<file path="src/rtl/alu_arbiter_if.sv">
// rtl/alu_arbiter_if.sv - requester/response channel bundle for the two-port ALU arbiter
//
// Carries both request channels (valid/ready/op/a/b) and both response
// channels (valid/ready/y/z/err).
//   master : requester side (drives requests and response ready)
//   slave  : arbiter side (drives request ready and responses)
interface alu_arbiter_if #(
    parameter int WIDTH = 16
);
    logic             req0_valid;
    logic             req0_ready;
    logic [2:0]       req0_op;
    logic [WIDTH-1:0] req0_a;
    logic [WIDTH-1:0] req0_b;
    logic             req1_valid;
    logic             req1_ready;
    logic [2:0]       req1_op;
    logic [WIDTH-1:0] req1_a;
    logic [WIDTH-1:0] req1_b;

    logic             rsp0_valid;
    logic             rsp0_ready;
    logic [WIDTH-1:0] rsp0_y;
    logic             rsp0_z;
    logic             rsp0_err;
    logic             rsp1_valid;
    logic             rsp1_ready;
    logic [WIDTH-1:0] rsp1_y;
    logic             rsp1_z;
    logic             rsp1_err;

    modport master (
        output req0_valid, req0_op, req0_a, req0_b,
        output req1_valid, req1_op, req1_a, req1_b,
        input  req0_ready, req1_ready,
        input  rsp0_valid, rsp0_y, rsp0_z, rsp0_err,
        input  rsp1_valid, rsp1_y, rsp1_z, rsp1_err,
        output rsp0_ready, rsp1_ready
    );

    modport slave (
        input  req0_valid, req0_op, req0_a, req0_b,
        input  req1_valid, req1_op, req1_a, req1_b,
        output req0_ready, req1_ready,
        output rsp0_valid, rsp0_y, rsp0_z, rsp0_err,
        output rsp1_valid, rsp1_y, rsp1_z, rsp1_err,
        input  rsp0_ready, rsp1_ready
    );
endinterface

</file>
<file path="src/rtl/alu_arbiter.sv">
// rtl/alu_arbiter.sv - round-robin two-port arbiter/sequencer for the shared registered ALU
//
// Grants one requester at a time, drives the ALU inputs, waits out the ALU
// latency, captures the result plus a locally computed zero flag, and returns
// them on the winner's response channel.
// Ports:
//   clk, rst          : clock, synchronous active-high reset
//   bus (slave)       : request channels 0/1 and response channels 0/1
//   alu_op/alu_a/alu_b: registered ALU inputs, held while idle
//   alu_y             : ALU result, valid ALU_LAT cycles after the inputs
// Optional feature: define ALU_ARB_OPCHECK_EN to reject opcode 111 with an
// error response instead of issuing it to the ALU.
module alu_arbiter #(
    parameter int WIDTH   = 16,
    parameter int ALU_LAT = 1
) (
    input  logic             clk,
    input  logic             rst,
    alu_arbiter_if.slave     bus,
    output logic [2:0]       alu_op,
    output logic [WIDTH-1:0] alu_a,
    output logic [WIDTH-1:0] alu_b,
    input  logic [WIDTH-1:0] alu_y
);
    localparam int CW = (ALU_LAT > 0) ? $clog2(ALU_LAT + 1) : 1;

    typedef enum logic [1:0] {IDLE, EXEC, RESP} state_t;

    state_t           state_q, state_d;
    logic             ptr_q, ptr_d;       // last-served port
    logic             owner_q, owner_d;   // port that owns the in-flight op
    logic [CW-1:0]    cnt_q, cnt_d;
    logic [2:0]       alu_op_q, alu_op_d;
    logic [WIDTH-1:0] alu_a_q, alu_a_d;
    logic [WIDTH-1:0] alu_b_q, alu_b_d;
    logic [WIDTH-1:0] rsp_y_q, rsp_y_d;
    logic             rsp_z_q, rsp_z_d;
    logic             rsp_err_q, rsp_err_d;
    logic             rsp0_valid_q, rsp0_valid_d;
    logic             rsp1_valid_q, rsp1_valid_d;

    logic             grant0, grant1, accept, sel, rsp_ack, is_illegal;
    logic [2:0]       sel_op;
    logic [WIDTH-1:0] sel_a, sel_b;

    // ptr_q == 1 means port 1 was served last, so port 0 wins a tie.
    always_comb begin
        grant0 = (state_q == IDLE) && bus.req0_valid && (!bus.req1_valid || ptr_q);
        grant1 = (state_q == IDLE) && bus.req1_valid && (!bus.req0_valid || !ptr_q);
        accept = grant0 || grant1;
        sel    = grant1;
        sel_op = sel ? bus.req1_op : bus.req0_op;
        sel_a  = sel ? bus.req1_a  : bus.req0_a;
        sel_b  = sel ? bus.req1_b  : bus.req0_b;
        rsp_ack = owner_q ? bus.rsp1_ready : bus.rsp0_ready;
`ifdef ALU_ARB_OPCHECK_EN
        is_illegal = (sel_op == 3'b111);
`else
        is_illegal = 1'b0;
`endif
    end

    always_comb begin
        state_d      = state_q;
        ptr_d        = ptr_q;
        owner_d      = owner_q;
        cnt_d        = cnt_q;
        alu_op_d     = alu_op_q;
        alu_a_d      = alu_a_q;
        alu_b_d      = alu_b_q;
        rsp_y_d      = rsp_y_q;
        rsp_z_d      = rsp_z_q;
        rsp_err_d    = rsp_err_q;
        rsp0_valid_d = rsp0_valid_q;
        rsp1_valid_d = rsp1_valid_q;
        case (state_q)
            IDLE: begin
                if (accept) begin
                    ptr_d   = sel;
                    owner_d = sel;
                    if (is_illegal) begin
                        // Rejected op skips the ALU entirely; inputs stay as they were.
                        rsp_y_d      = '0;
                        rsp_z_d      = 1'b0;
                        rsp_err_d    = 1'b1;
                        rsp0_valid_d = !sel;
                        rsp1_valid_d = sel;
                        state_d      = RESP;
                    end else begin
                        alu_op_d = sel_op;
                        alu_a_d  = sel_a;
                        alu_b_d  = sel_b;
                        cnt_d    = CW'(ALU_LAT);
                        state_d  = EXEC;
                    end
                end
            end
            EXEC: begin
                // EXEC lasts ALU_LAT+1 cycles: one for the ALU to sample, ALU_LAT for its result.
                if (cnt_q == '0) begin
                    rsp_y_d      = alu_y;
                    rsp_z_d      = (alu_y == '0);
                    rsp_err_d    = 1'b0;
                    rsp0_valid_d = !owner_q;
                    rsp1_valid_d = owner_q;
                    state_d      = RESP;
                end else begin
                    cnt_d = cnt_q - CW'(1);
                end
            end
            RESP: begin
                if (rsp_ack) begin
                    rsp0_valid_d = 1'b0;
                    rsp1_valid_d = 1'b0;
                    state_d      = IDLE;
                end
            end
            default: begin
                state_d = IDLE;
            end
        endcase
    end

    always_ff @(posedge clk) begin
        if (rst) begin
            state_q      <= IDLE;
            ptr_q        <= 1'b1;
            owner_q      <= 1'b0;
            cnt_q        <= '0;
            alu_op_q     <= 3'b000;
            alu_a_q      <= '0;
            alu_b_q      <= '0;
            rsp_y_q      <= '0;
            rsp_z_q      <= 1'b0;
            rsp_err_q    <= 1'b0;
            rsp0_valid_q <= 1'b0;
            rsp1_valid_q <= 1'b0;
        end else begin
            state_q      <= state_d;
            ptr_q        <= ptr_d;
            owner_q      <= owner_d;
            cnt_q        <= cnt_d;
            alu_op_q     <= alu_op_d;
            alu_a_q      <= alu_a_d;
            alu_b_q      <= alu_b_d;
            rsp_y_q      <= rsp_y_d;
            rsp_z_q      <= rsp_z_d;
            rsp_err_q    <= rsp_err_d;
            rsp0_valid_q <= rsp0_valid_d;
            rsp1_valid_q <= rsp1_valid_d;
        end
    end

    assign bus.req0_ready = grant0;
    assign bus.req1_ready = grant1;
    assign bus.rsp0_valid = rsp0_valid_q;
    assign bus.rsp1_valid = rsp1_valid_q;
    assign bus.rsp0_y     = rsp_y_q;
    assign bus.rsp1_y     = rsp_y_q;
    assign bus.rsp0_z     = rsp_z_q;
    assign bus.rsp1_z     = rsp_z_q;
    assign bus.rsp0_err   = rsp_err_q;
    assign bus.rsp1_err   = rsp_err_q;
    assign alu_op         = alu_op_q;
    assign alu_a          = alu_a_q;
    assign alu_b          = alu_b_q;
endmodule

</file>
<file path="src/flat_wrapper.sv">
// flat-port wrapper written by rule: the top's interface ports become plain ports
module alu_arbiter_flat 
#(
    parameter int WIDTH   = 16,
    parameter int ALU_LAT = 1
)
  (clk, rst, alu_op, alu_a, alu_b, alu_y, bus_req0_valid, bus_req0_op, bus_req0_a, bus_req0_b, bus_req1_valid, bus_req1_op, bus_req1_a, bus_req1_b, bus_req0_ready, bus_req1_ready, bus_rsp0_valid, bus_rsp0_y, bus_rsp0_z, bus_rsp0_err, bus_rsp1_valid, bus_rsp1_y, bus_rsp1_z, bus_rsp1_err, bus_rsp0_ready, bus_rsp1_ready);
  alu_arbiter_if #(.WIDTH(WIDTH)) bus_i ();
  input  logic clk;
  input  logic rst;
  output logic [2:0] alu_op;
  output logic [WIDTH-1:0] alu_a;
  output logic [WIDTH-1:0] alu_b;
  input  logic [WIDTH-1:0] alu_y;
  input wire logic [$bits(bus_i.req0_valid)-1:0] bus_req0_valid;
  input wire logic [$bits(bus_i.req0_op)-1:0] bus_req0_op;
  input wire logic [$bits(bus_i.req0_a)-1:0] bus_req0_a;
  input wire logic [$bits(bus_i.req0_b)-1:0] bus_req0_b;
  input wire logic [$bits(bus_i.req1_valid)-1:0] bus_req1_valid;
  input wire logic [$bits(bus_i.req1_op)-1:0] bus_req1_op;
  input wire logic [$bits(bus_i.req1_a)-1:0] bus_req1_a;
  input wire logic [$bits(bus_i.req1_b)-1:0] bus_req1_b;
  output wire logic [$bits(bus_i.req0_ready)-1:0] bus_req0_ready;
  output wire logic [$bits(bus_i.req1_ready)-1:0] bus_req1_ready;
  output wire logic [$bits(bus_i.rsp0_valid)-1:0] bus_rsp0_valid;
  output wire logic [$bits(bus_i.rsp0_y)-1:0] bus_rsp0_y;
  output wire logic [$bits(bus_i.rsp0_z)-1:0] bus_rsp0_z;
  output wire logic [$bits(bus_i.rsp0_err)-1:0] bus_rsp0_err;
  output wire logic [$bits(bus_i.rsp1_valid)-1:0] bus_rsp1_valid;
  output wire logic [$bits(bus_i.rsp1_y)-1:0] bus_rsp1_y;
  output wire logic [$bits(bus_i.rsp1_z)-1:0] bus_rsp1_z;
  output wire logic [$bits(bus_i.rsp1_err)-1:0] bus_rsp1_err;
  input wire logic [$bits(bus_i.rsp0_ready)-1:0] bus_rsp0_ready;
  input wire logic [$bits(bus_i.rsp1_ready)-1:0] bus_rsp1_ready;
  assign bus_i.req0_valid = bus_req0_valid;
  assign bus_i.req0_op = bus_req0_op;
  assign bus_i.req0_a = bus_req0_a;
  assign bus_i.req0_b = bus_req0_b;
  assign bus_i.req1_valid = bus_req1_valid;
  assign bus_i.req1_op = bus_req1_op;
  assign bus_i.req1_a = bus_req1_a;
  assign bus_i.req1_b = bus_req1_b;
  assign bus_req0_ready = bus_i.req0_ready;
  assign bus_req1_ready = bus_i.req1_ready;
  assign bus_rsp0_valid = bus_i.rsp0_valid;
  assign bus_rsp0_y = bus_i.rsp0_y;
  assign bus_rsp0_z = bus_i.rsp0_z;
  assign bus_rsp0_err = bus_i.rsp0_err;
  assign bus_rsp1_valid = bus_i.rsp1_valid;
  assign bus_rsp1_y = bus_i.rsp1_y;
  assign bus_rsp1_z = bus_i.rsp1_z;
  assign bus_rsp1_err = bus_i.rsp1_err;
  assign bus_i.rsp0_ready = bus_rsp0_ready;
  assign bus_i.rsp1_ready = bus_rsp1_ready;
  alu_arbiter #(.WIDTH(WIDTH), .ALU_LAT(ALU_LAT)) u_core (.clk(clk), .rst(rst), .bus(bus_i), .alu_op(alu_op), .alu_a(alu_a), .alu_b(alu_b), .alu_y(alu_y));
endmodule
</file>
<file path="config.mk">
export PLATFORM = sky130hd
export DESIGN_NAME = alu_arbiter_flat
export DESIGN_NICKNAME = d
export VERILOG_FILES = /design/src/rtl/alu_arbiter_if.sv /design/src/rtl/alu_arbiter.sv /design/src/flat_wrapper.sv
export SDC_FILE = /design/constraint.sdc
export NUM_CORES = 1
export LEC_CHECK = 0
export CAP_MARGIN = 30
export CORE_MARGIN = 8
export CORE_UTILIZATION = 43
export CTS_BUF_LIST = sky130_fd_sc_hd__clkbuf_8
export CTS_CLUSTER_SIZE = 14
export DETAILED_ROUTE_END_ITERATION = 16
export GPL_TIMING_DRIVEN = 0
export PLACE_DENSITY = 0.89
export SYNTH_ARGS = -nofsm -noshare
export SYNTH_HDL_FRONTEND = slang
export SYNTH_SLANG_ARGS = --single-unit
</file>
<file path="constraint.sdc">
create_clock -name clk -period 3.5 [get_ports clk]
set_input_delay 0.875 -clock clk [delete_from_list [all_inputs] [get_ports clk]]
set_output_delay 0.875 -clock clk [all_outputs]
set_load 0.03 [all_outputs]
</file>
==> results.json, run 1 <==
{
  "status": "complete, no violations",
  "fillers": 539,
  "endpoint_kind": "output port",
  "peakVddDrop_uv": 463.3,
  "hold_violations": 0,
  "worst_setup_path_start_kind": "input port",
  "fin_crit_ps": 3377,
  "ys_ff_latch": 59,
  "dr.pass1.iters": 4,
  "clock_path_buffers": 2,
  "drc": 0,
  "pwr-share-clk": 0.157,
  "post-cts-setup-buffers": 0,
  "cts_root_buffer": "clkbuf_8",
  "first_global_vias": 3340,
  "multi_input_area_mm2": 0.001455,
  "die_h_um": 98.97,
  "met1_length_um": 4197,
  "vias_per_cell": 5.297,
  "antenna_found_initial": 0,
  "routed.top_layer": "met4",
  "p_leak_nw": 1.821,
  "worstPathMaxFanout": 10,
  "grt_pass1_wl_um": 16880,
  "max_freq_ghz": 0.2962,
  "htree_levels": 3,
  "drtIter0Drc": 111,
  "rows": 30,
  "core_area_mm2": 0.006719,
  "hold_buffers": 0,
  "place_hpwl_um": 8553,
  "worst_pin_slew_ps": 560.0,
  "clkTransAtPathRegs_ps": 60,
  "wl_per_cell_um": 17.58,
  "wl_met3_um": 1012,
  "wirelength_um": 10700,
  "clock_latency_ps": 330,
  "setup_viol": 0,
  "cellPowerDensity_mw_per_mm2": 778.9,
  "finalCritPeriodShare": 0.9647,
  "hold_ws_ps": 476.9,
  "crit_type": "input port to output port",
  "layout.nets": 621,
  "pin_count": 167,
  "synth_area_mm2": 0.002960,
  "wl_met2_um": 5327,
  "p_int_mw": 2.133,
  "routabilityCongestion": 0.8238,
  "final_util": 0.7263,
  "port_buffers": 163,
  "arrival_ps": 2500,
  "r2r_setup_slack_ps": 1500,
  "synth_area_per_cell_um2": 8.458,
  "cap_violations": 0,
  "vias": 3226,
  "start_util": 0.4406,
  "switchingPower_mw": 1.668,
  "required_ps": 2620,
  "maxSlewViolCount": 0,
  "grt_start_max_net_pins": 11,
  "hp-class": "flop to flop",
  "diodes": 0,
  "p_seq_frac": 0.275,
  "yosysWarnings": 0,
  "final_cell_mix": "clkdlybuf4s50_1, dfxtp_1, nor2_1, o21ai_0, or3b_1",
  "fp.dieW_um": 98.97,
  "final_antenna_net_count": 0,
  "track_usage": 0.2145,
  "seq_area_mm2": 0.001181,
  "switching_share": 0.4388,
  "dieArea_mm2": 0.009795,
  "final_common_cell": "clkdlybuf4s50_1",
  "cts_tree": "built",
  "relSlewSlack": 0.6267,
  "overflow": 0,
  "skew_ps": 3.661,
  "cts_buffers": 9,
  "power_frac_comb": 0.569,
  "drive_gt1_frac": 0.07940,
  "synth.distinct_cells": 31,
  "area_growth_pct": 64.84,
  "syn-instance-count": 350,
  "cts.sinks": 59,
  "yosysSeqAreaShare": 0.3990
}
==> worst max-delay path: stages <==
cell and delay [ps]:
clkdlybuf4s50_1 540, nand2_1 240, clkbuf_2 270, nor2_1 160, dlygate4sd2_1 420
==> layer usage <==
| layer | vias up | GRT usage |
|---|---|---|
| met5 | - | 0 |
| met4 | 0 | 0.07674 |
| met3 | 16 | 0.08598 |
| met2 | 141 | 0.3753 |
| met1 | 1489 | 0.2265 |
| li1 | 1580 | - |
==> cell families (layout without fill, tap and decap cells) <==
family	count (synthesis)	count (layout)	share of synthesized area
simple gates	127	127	0.2371
compound gates	95	95	0.2134
flops	59	59	0.3990
buf+inv	58	236	0.1107
fa+ha+maj	5	5	0.02113
mux	5	5	0.01733
other cells	1	2	0.001267
==> final timing paths <==
check,startpoint,cells after the start,to
worst min-delay path,u_core.bus.rsp0_y[11],2,u_core.bus.rsp0_y[11]
worst min register to register,u_core.bus.rsp0_y[11],2,u_core.bus.rsp0_y[11]
worst max register to register,u_core.state_q[1],6,u_core.alu_a[5]
worst max-delay path,bus_req1_valid,5,bus_req1_ready
==> cell type report <==
cell class / instances / area share
timing repair buffer: 163 / 0.3341
multi-input combinational: 234 / 0.2982
sequential: 59 / 0.2421
buffer: 52 / 0.06282
clock buffer: 10 / 0.02821
tap: 80 / 0.02051
clock inverter: 6 / 0.01026
inverter: 5 / 0.003846
==> Yosys cell counts (all sizes together) <==
library cell | number | area [µm²]
conb | 1 | 3.750
inv | 5 | 18.77
a311oi | 35 | 312.8
or3b | 36 | 315.3
buf | 25 | 203.9
and2 | 1 | 8.760
o21a | 1 | 7.510
nor4 | 3 | 18.77
nor3 | 2 | 10.01
ha | 5 | 62.56
nor3b | 1 | 7.510
a2bb2oi | 1 | 8.760
clkbuf | 28 | 105.1
dfxtp | 59 | 1181
nand2 | 34 | 127.6
nand3 | 2 | 10.01
a21oi | 17 | 85.08
mux2 | 1 | 11.26
nor2 | 39 | 146.4
a211o | 1 | 8.760
nor2b | 2 | 12.51
o21ai | 37 | 185.2
a221oi | 2 | 17.52
nand3b | 1 | 7.510
o22ai | 1 | 6.260
mux2i | 4 | 40.04
nand2b | 6 | 37.54
==> registers in the layout, summed over array words and instances, names as in the netlist <==
signal                 cells
u_core.ptr_q               1
u_core.bus.rsp0_z          1
u_core.alu_b              16
u_core.state_q             2
u_core.alu_op              3
u_core.bus.rsp0_y         16
u_core.alu_a              16
u_core.bus.rsp0_valid      1
u_core.owner_q             1
u_core.bus.rsp1_valid      1
u_core.cnt_q               1
==> stage by stage <==
step / setup WS (ps) / TNS (ps) / area [µm²] / instances / power, mW
floorplan: 876.3 / 0 / 2964 / 351 / 2.363
global placement: -252.1 / -252.1 / 4696 / 594 / 3.169
detailed placement: -232.3 / -232.3 / 4696 / 594 / 3.232
CTS: 33.87 / 0 / 4882 / 610 / 3.823
global route: -4.117 / -4.117 / 4880 / 609 / 4.024
finish: 123.4 / 0 / 4880 / 609 / 3.801
==> timing repair <==
action | CTS | global route
resized for setup | 1 | 2
gates cloned | 0 | 0
setup endpoints to repair | 1 | 1
==> power by group through the flow <==
stage / Sequential (mW) / Clock [mW] / Combinational, mW
finish: 1.04 / 0.595 / 2.16
detailed placement: 1.06 / 0 / 2.18
CTS: 1.04 / 0.601 / 2.18
global placement: 1.04 / 0 / 2.13
global route: 1.07 / 0.625 / 2.33
floorplan: 1.43 / 0 / 0.934
Power figures use the tool's default switching activity.
==> run 2, diff against run 1 <==
--- a/config.mk
+++ b/config.mk
@@ -5,6 +5,8 @@
 export SDC_FILE = /design/constraint.sdc
 export NUM_CORES = 1
 export LEC_CHECK = 0
+export ABC_AREA = 1
+export ABC_CLOCK_PERIOD_IN_PS = 3500
 export CAP_MARGIN = 30
 export CORE_MARGIN = 8
 export CORE_UTILIZATION = 43
@@ -12,7 +14,7 @@
 export CTS_CLUSTER_SIZE = 14
 export DETAILED_ROUTE_END_ITERATION = 16
 export GPL_TIMING_DRIVEN = 0
-export PLACE_DENSITY = 0.89
+export PLACE_DENSITY = 0.88
 export SYNTH_ARGS = -nofsm -noshare
 export SYNTH_HDL_FRONTEND = slang
 export SYNTH_SLANG_ARGS = --single-unit
==> run 2 against run 1 <==
  * Worst setup slack better by 160 ps
  * Flip-flop and latch count unchanged
  * Sequential power grew 5%
  * Wire length down 2.5%
  * Power up 9.5%
  * Die area up 2.6%
  * Synthesized area rose by 3.1%
  * Critical endpoint unchanged
  * Highest routed layer unchanged
  * Combinational power rose by 17%
  * Hold slack gained 24 ps
  * Clock power shrank 9.2%
  * Critical path type unchanged
  * Clock skew up 5.2 ps
  * Synthesized cell count grew 34%
==> results.json, run 2 <==
{
  "r2r_start": "u_core.state_q[0]",
  "final_antenna_net_count": 0,
  "first_global_vias": 3595,
  "synthTopCellsByCount": "nand2_1, inv_1, dfxtp_1",
  "hold_violations": 0,
  "netlist_top_cells_area": "dfxtp_1, nand2_1, inv_1",
  "rows": 30,
  "crit_top_cell": "inv_2",
  "hp-class": "flop to flop",
  "drtIter0Drc": 84,
  "cp.depth": 7,
  "final_cell_mix": "clkdlybuf4s50_1, nand2_1, inv_1, dfxtp_1, o21ai_0",
  "synth_area_mm2": 0.003052,
  "drive_gt1_frac": 0.08320,
  "cts_buffers": 9,
  "core_area_mm2": 0.006832,
  "vias": 3437,
  "required_ps": 2620,
  "skew_ps": 8.824,
  "antenna_found_initial": 0,
  "synth_most_common_cell": "nand2_1",
  "fp.dieW_um": 100.2,
  "wl_per_cell_um": 14.01,
  "vias_per_cell": 4.613,
  "path_cells": "clkdlybuf4s50_1 -> nand2_1 -> inv_2 -> nand2_2 -> inv_2 -> buf_6 -> dlygate4sd2_1",
  "pre_cts_slack_ps": -4.019,
  "grt.met2_usage": 0.3610,
  "drc": 0,
  "arrival_ps": 2340,
  "maxSlewViolCount": 0,
  "worstReg2RegEnd": "u_core.alu_b[5]",
  "overflow": 0,
  "r2r_cells": 9,
  "routabilityCongestion": 0.8367,
  "p_int_mw": 2.247,
  "grt_start_max_net_pins": 11,
  "startpoint": "bus_req1_valid",
  "cellPowerDensity_mw_per_mm2": 834.6,
  "place_hpwl_um": 8444,
  "fillers": 561,
  "r2r_setup_slack_ps": 1820,
  "syn-instance-count": 468,
  "worst_setup_path_start_kind": "input port",
  "slowest_delay_ps": 470,
  "synth_top_area_cell": "dfxtp_1",
  "p_seq_frac": 0.263,
  "yosysWarnings": 0,
  "port_buffers": 164,
  "layout.nets": 741,
  "crit_path_end": "bus_req1_ready",
  "finalCritPeriodShare": 0.9194,
  "setup_slack_ps": 282.2,
  "use_met1": 0.2114,
  "dieArea_mm2": 0.01005,
  "synth.distinct_cells": 19,
  "netlist.area_leader.share": 0.3870,
  "synth_area_per_cell_um2": 6.521,
  "setup_viol": 0,
  "yosysSeqAreaShare": 0.3870,
  "ys_ff_latch": 59,
  "synthArstFlopShare": 0,
  "crit_type": "input port to output port",
  "cts.sinks": 59,
  "hold_buffers": 0,
  "cts_root_buffer": "clkbuf_8",
  "area_growth_pct": 63.47,
  "peakVddDrop_uv": 444.5,
  "synth_ff_type": "dfxtp_1",
  "max_freq_ghz": 0.3108,
  "switching_share": 0.4603,
  "switchingPower_mw": 1.917,
  "cap_violations": 0,
  "cp_top_family": "buffers and inverters",
  "start_util": 0.4467,
  "fin_crit_ps": 3218,
  "grt_pass1_wl_um": 16740,
  "clock_path_buffers": 2,
  "pin_count": 167,
  "track_usage": 0.2093,
  "status": "complete, no violations",
  "pwr-share-clk": 0.130,
  "p_leak_nw": 2.599,
  "busiest_layer": "met2",
  "power_frac_comb": 0.608,
  "clkTransAtPathRegs_ps": 60,
  "final_common_cell": "clkdlybuf4s50_1",
  "worst_path_max_delay_cell": "clkdlybuf4s50_1",
  "diodes": 0,
  "endpoint_kind": "output port",
  "clock_latency_ps": 330,
  "die_h_um": 100.2,
  "met3_usage": 0.09619,
  "dr.pass1.iters": 4,
  "cts_tree": "built",
  "synth_enable_flop_cells": 0,
  "worstPathMaxFanout": 10,
  "grt_setup_unrepaired": "no",
  "setup-tns-final_ps": 0,
  "htree_levels": 3,
  "wirelength_um": 10430,
  "cp.buffers_inverters": 5
}
## run 2: cell types whose count changed in the layout (fill, tap and decap cells not counted), moves of 21 or more
cell      delta
a311oi_1    -34
clkbuf_1    -21
nand3_1     +40
nand2_1     +95
or3b_1      -35
inv_1       +84
## run 2: power groups by stage
| stage | Clock, mW | Combinational [mW] | Sequential, mW |
|---|---|---|---|
| detailed placement | 0 | 2.53 | 1.10 |
| global route | 0.583 | 2.75 | 1.13 |
| global placement | 0 | 2.47 | 1.08 |
| finish | 0.540 | 2.53 | 1.09 |
| CTS | 0.549 | 2.55 | 1.09 |
| floorplan | 0 | 1.09 | 1.54 |
## run 2: routing by layer
layer	vias up	part of all wire
met1	1526	0.40
met5	-	0
met4	0	0.023
li1	1738	-
met2	152	0.47
met3	21	0.10
## run 2: worst register-to-register path, stage by stage, from the launching register on
cell and delay [ps]:
dfxtp_1 360, inv_1 100, ha_1 250, nand2_1 140, nand2_2 140, buf_2 210, o21ai_0 210, inv_1 70
nand2_1 80, inv_1 40
## run 2: logic make-up after synthesis
| logic type | count (synthesis) | share of synthesized area |
|---|---|---|
| DFF | 59 | 0.3870 |
| buffers and inverters | 134 | 0.2103 |
| and+or+nand+nor | 207 | 0.2776 |
| other | 1 | 0.001229 |
| adders and majority gates | 5 | 0.02050 |
| AOI/OAI and AO/OA | 62 | 0.1033 |
## run 2: per-stage QoR
step / hold slack [ps] / area [µm²] / total power, mW / utilization / cells
floorplan: 450.2 / 3055 / 2.626 / - / 469
global placement: 471.7 / 4817 / 3.555 / 0.7051 / 729
detailed placement: 496.1 / 4817 / 3.633 / 0.7051 / 729
CTS: 504.8 / 4989 / 4.187 / 0.7302 / 745
global route: 539.0 / 4989 / 4.458 / 0.7302 / 745
finish: 501.2 / 4989 / 4.163 / 0.7302 / 745
## run 2: area by class of cell
cell class | count | area [µm²] | area share
multi-input cells | 276 | 1232 | 0.2471
flip-flops and latches | 59 | 1181 | 0.2368
well taps | 96 | 120.1 | 0.02408
clock buffers | 11 | 151.4 | 0.03035
repair buffers | 164 | 1640 | 0.3288
inverters | 93 | 349.1 | 0.06998
clock inverters | 5 | 21.27 | 0.004264
plain buffers | 41 | 292.8 | 0.05869
## run 2: worst min-delay path by stage
stage	startpoint	to	slack [ps]	cells past startpoint
floorplan	u_core.ptr_q	u_core.ptr_q	450	2
global placement	u_core.ptr_q	u_core.ptr_q	470	2
detailed placement	u_core.owner_q	u_core.owner_q	500	2
CTS	u_core.owner_q	u_core.owner_q	500	2
global route	u_core.owner_q	u_core.owner_q	540	2
finish	u_core.owner_q	u_core.owner_q	500	2
## run 2: repair_timing
item	CTS	global route
buffers inserted	0	0
setup endpoints to repair	1	0
resized for setup	1	0
hold endpoints to repair	0	0
